===== src/rtl/hazard_scoreboard.sv =====
// hazard_scoreboard: tracks in-flight register writes per destination,
// stalls decode on read-after-write or counter-full hazards, retires entries
// from write-back, and offers a drain sequence that empties the pipeline.
module hazard_scoreboard #(
    parameter int NREG = 16,
    parameter int AW   = 4,
    parameter int CW   = 2,
    parameter int SW   = 16
) (
    input  logic            clk,
    input  logic            clear,
    input  logic            issue,
    input  logic [AW-1:0]   rs1,
    input  logic [AW-1:0]   rs2,
    input  logic            use_rs1,
    input  logic            use_rs2,
    input  logic [AW-1:0]   rd,
    input  logic            wr_rd,
    input  logic            kill,
    input  logic [AW-1:0]   wb_rw,
    input  logic            wb_reg_w,
    input  logic            drain_req,
    output logic            turn_off,
    output logic            issued,
    output logic            drain_done,
    output logic [NREG-1:0] busy,
    output logic [SW-1:0]   stall_cycles,
    output logic            err
);

    typedef enum logic {RUN, DRAIN} state_t;

    localparam logic [CW-1:0] CMAX = '1;
    localparam logic [SW-1:0] SMAX = '1;

    state_t          state_q, state_d;
    logic [CW-1:0]   count_q [NREG];
    logic [CW-1:0]   count_d [NREG];
    logic [NREG-1:0] busy_q, busy_d;
    logic [SW-1:0]   stall_q, stall_d;
    logic            err_q, err_d;

    logic [CW-1:0]   eff [NREG];
    logic [NREG-1:0] inc;
    logic [NREG-1:0] dec;
    logic            haz;
    logic            all_eff_zero;

    // Effective counts see this cycle's write-back release, since the
    // register file writes before it reads; a release against an empty
    // counter is not a real release and leaves the count alone.
    always_comb begin
        all_eff_zero = 1'b1;
        for (int i = 0; i < NREG; i++) begin
            dec[i] = wb_reg_w && (wb_rw == AW'(i)) && (count_q[i] != '0);
            eff[i] = count_q[i] - {{(CW-1){1'b0}}, dec[i]};
            if (eff[i] != '0) all_eff_zero = 1'b0;
        end
    end

    // Hazard detection, stall/issue handshake and FSM next state.
    always_comb begin
        state_d    = state_q;
        turn_off   = 1'b0;
        issued     = 1'b0;
        drain_done = 1'b0;
        haz = issue && !kill &&
              ((use_rs1 && eff[rs1] != '0) ||
               (use_rs2 && eff[rs2] != '0) ||
               (wr_rd   && eff[rd] == CMAX));
        if (clear) begin
            case (state_q)
                RUN: begin
                    turn_off = haz;
                    issued   = issue && !kill && !haz;
                    if (drain_req) state_d = DRAIN;
                end
                DRAIN: begin
                    turn_off = issue;
                    if (all_eff_zero) begin
                        drain_done = 1'b1;
                        state_d    = RUN;
                    end
                end
                default: state_d = RUN;
            endcase
        end
    end

    // Per-register counter update, sticky error and stall-cycle counting.
    always_comb begin
        err_d   = err_q;
        stall_d = stall_q;
        for (int i = 0; i < NREG; i++) begin
            inc[i]     = issued && wr_rd && (rd == AW'(i));
            count_d[i] = count_q[i];
            if (inc[i] && !dec[i]) begin
                if (count_q[i] == CMAX) err_d = 1'b1;
                else count_d[i] = count_q[i] + 1'b1;
            end else if (dec[i] && !inc[i]) begin
                count_d[i] = count_q[i] - 1'b1;
            end
            busy_d[i] = (count_d[i] != '0);
        end
        if (wb_reg_w && count_q[wb_rw] == '0) err_d = 1'b1;
        if (turn_off && stall_q != SMAX) stall_d = stall_q + 1'b1;
    end

    // State registers with synchronous active-low clear.
    always_ff @(posedge clk) begin
        if (!clear) begin
            state_q <= RUN;
            busy_q  <= '0;
            stall_q <= '0;
            err_q   <= 1'b0;
            for (int i = 0; i < NREG; i++) count_q[i] <= '0;
        end else begin
            state_q <= state_d;
            busy_q  <= busy_d;
            stall_q <= stall_d;
            err_q   <= err_d;
            for (int i = 0; i < NREG; i++) count_q[i] <= count_d[i];
        end
    end

    assign busy         = busy_q;
    assign stall_cycles = stall_q;
    assign err          = err_q;

endmodule

===== config.mk =====
export PLATFORM = sky130hd
export DESIGN_NAME = hazard_scoreboard
export DESIGN_NICKNAME = d
export VERILOG_FILES = /design/src/rtl/hazard_scoreboard.sv
export SDC_FILE = /design/constraint.sdc
export NUM_CORES = 1
export LEC_CHECK = 0
export ABC_AREA = 1
export BUFFER_PORTS_ARGS = -buffer_cell sky130_fd_sc_hd__clkbuf_2
export CAP_MARGIN = 20
export CORE_ASPECT_RATIO = 1.1
export CORE_MARGIN = 8
export CORE_UTILIZATION = 65
export CTS_CLUSTER_DIAMETER = 30
export DETAILED_ROUTE_END_ITERATION = 8
export PLACE_DENSITY = 0.84
export SKIP_CTS_REPAIR_TIMING = 1
export SLEW_MARGIN = 40
export SYNTH_ARGS = -nofsm -noshare
export SYNTH_HDL_FRONTEND = slang
export SYNTH_SLANG_ARGS = --single-unit

===== constraint.sdc =====
create_clock -name clk -period 6.5 [get_ports clk]
set_clock_uncertainty 0.15 [all_clocks]
set_input_delay 1.3 -clock clk [delete_from_list [all_inputs] [get_ports clk]]
set_output_delay 1.3 -clock clk [all_outputs]
set_load 0.05 [all_outputs]

==> results.yml <==
outcome:
  status: "finished, final reports clean"
sta:
  final.min_clock_period_ns: 5.62
  finalWorstSetupSlack_ns: 0.878
  finalHoldViolations: 0
  hold_slack_ns: 0.339
  setup_viol: 0
  fmaxAchievable_mhz: 178
  maxSlewViolCount: 0
  worstMarginPinSlew_ns: 0.752
  max-slew-margin-rel: 0.497
  rsz0062_at_grt: "false"
  period_share: 0.865
  finalSetupTns_ns: 0
die:
  ioPinCount: 61
  rows: 36
  die_w_um: 107
  die_height_um: 116
  start_util: 0.668
  die_area_um2: 12400
  core_area_um2: 8830
cts:
  cts.sinks: 66
  htree_levels: 3
  clock_latency_ns: 0.36
  root_buffer: "clkbuf_8"
  cts_buffer_depth: 2
  cts_tree: "yes"
  cts_made_buffers: 9
  path_clk_slew_ns: 0.07
synthesis:
  synthAdderAreaFrac: 0.172
  synth_compound_area_frac: 0.0912
  ys_ff_latch: 66
  yosysMostFrequentCell: "nand2_1"
  ys.warnings.count: 0
  syn_area_um2: 5900
  async_flop_share: 0
  syn_inst: 930
  yosys.area.top_type: "dfxtp_1"
  syn_nets: 1036
  synth_area_leaders: "dfxtp_1 (22%), ha_1 (17%), nand2_1 (15%)"
  synth-simple-area-share: 0.363
  synth_top_family_by_area: "simple AND/OR/NAND/NOR gates"
  synth_common_cells: "nand2_1 (238), inv_1 (164), nand3_1 (99)"
  synth_ff_type: "dfxtp_1"
  synth_top_area_share: 0.224
  synth_cell_types: 40
  synthMuxAreaShare: 0
  synth-xor-area-share: 0.0267
  seq_area_frac_synth: 0.224
  synth_edf_count: 0
  synth.avg_cell_area_um2: 6.34
worst_hold_path:
  hp-class: "reg -> reg"
  hold_path_depth: 1
grt:
  grt_pass1_vias: 5988
  grt_overflow: 0
  grtUsageTotal: 0.283
  grt_max_degree: 36
  grt_pass1_wl_um: 28400
  antenna_found_initial: 0
finish:
  fin_nets: 1095
  area_delta_synth_final_pct: 10.5
  drive_above_1_share: 0.103
  stdcell_area_um2: 6520
  n_antenna_cell: 0
detailed_routing:
  antenna_left: 0
  first_iter_violations: 458
  vias_per_cell: 5.64
  firstDrtPassIters: 5
  drc: 0
  routed_wl_um: 17300
  vias: 6246
  wl_per_cell_um: 15.6
placed_design:
  dpl_worst_slack_ns: 0.963
  numPortBuffers: 60
  placed_area_um2: 6290
  place_congestion: 1.06
  hpwlAfterDp_um: 13800
power:
  swShare: 0.277
  powerDensity_nw_per_um2: 141
  p_sw_mw: 0.254
  p_int_mw: 0.662
  cellLeakagePower_nw: 3.51
  p_comb_frac: 0.116
  ir_drop_mv: 0.109
  power_frac_clock: 0.438
  p_seq_frac: 0.446
critical_path:
  cp.required_ns: 5.05
  worstSetupEndpointType: "output port"
  worstSetupPathType: "in -> out"
  cp_max_fo: 6
  path_cells: "clkbuf_2 > inv_1 > or2_2 > nor2_1 > inv_1 > nor3_1 > ha_1 > inv_1 > nand2_1 > nand2_1 > or4_1 > nor4_1 > nand4_1 > nor2_1 > clkbuf_2"
  start_kind: "input port"
  cpMaxStageDelayCell: "or4_1"
  max_stage_delay_ns: 0.43
  worst_ep_arrival_time_ns: 4.17
  cpMostUsedCell: "inv_1"
  ff2ff_path_depth: 19
flow_run:
  cap_violations: 0
-- path summary, 6_finish.rpt --
path	from	end	slack (ns)
max	wb_rw[1]	drain_done	0.88
min	stall_cycles[8]$_SDFFE_PN0P_	stall_cycles[8]$_SDFFE_PN0P_	0.34
max reg2reg	count_q[10][1]$_SDFF_PN0_	busy[5]$_SDFF_PN0_	2.52
min reg2reg	stall_cycles[8]$_SDFFE_PN0P_	stall_cycles[8]$_SDFFE_PN0P_	0.34
-- layer usage --
metal | GRT usage | routed length (um) | share of wire
met5 | 0 | 0 | 0
met1 | 0.340 | 7360 | 0.43
met4 | 0.132 | 599 | 0.035
met2 | 0.483 | 8020 | 0.46
met3 | 0.0478 | 1280 | 0.074
-- kinds of logic (layout without fill, tap and decap cells) --
group	after synthesis	in the layout
buf+inv	188	252
compound gates	93	93
simple gates	484	484
xor+xnor	18	18
fa+ha+maj	81	81
flops	66	66
-- power groups by stage --
stage	Clock, mW	Combinational, mW	Sequential, mW
finish	0.402	0.106	0.409
CTS	0.407	0.104	0.409
global placement	0	0.103	0.418
detailed placement	0	0.103	0.418
floorplan	0	0.0633	0.424
global route	0.423	0.116	0.409
-- critical path, delay by kind of cell --
family / cells / cell delay [ns]
simple gates: 9 / 2.03
fa+ha+maj: 1 / 0.26
buf+inv: 5 / 0.57
-- area by class of cell --
class / instances / area [um^2]
clock buffers: 10 / 138
fillers: 813 / 2310
inverters: 173 / 651
flip-flops and latches: 66 / 1320
well taps: 114 / 143
multi-input cells: 676 / 3860
repair buffers: 63 / 323
clock inverters: 6 / 90.1
-- sequential cells by signal, indices dropped and copies added, names as in the netlist --
name / count
count_q: 32
err: 1
busy: 16
stall_cycles: 16
state_q: 1
-- metrics by stage --
stage	std cells	total power, mW	utilization
5_1_grt	1108	0.948	0.739
3_3_place_gp	1092	0.521	0.713
6_report	1108	0.916	0.739
2_1_floorplan	930	0.487	-
4_1_cts	1108	0.920	0.739
3_5_place_dp	1092	0.521	0.713
-- cell usage in the layout, fill, tap and decap left out, drive strengths merged, types with 2 or more instances in the layout --
| master | n |
|---|---|
| a21oi | 41 |
| buf | 3 |
| bufinv | 2 |
| clkbuf | 70 |
| clkinv | 5 |
| dfxtp | 66 |
| ha | 81 |
| inv | 171 |
| nand2 | 238 |
| nand3 | 101 |
| nand3b | 2 |
| nand4 | 32 |
| nor2 | 66 |
| nor3 | 25 |
| nor4 | 8 |
| o211ai | 7 |
| o21ai | 29 |
| o221ai | 8 |
| o22ai | 4 |
| or2 | 8 |
| or4 | 2 |
| xnor2 | 4 |
| xor2 | 14 |
Note: power is estimated with default switching activity, not from simulation.
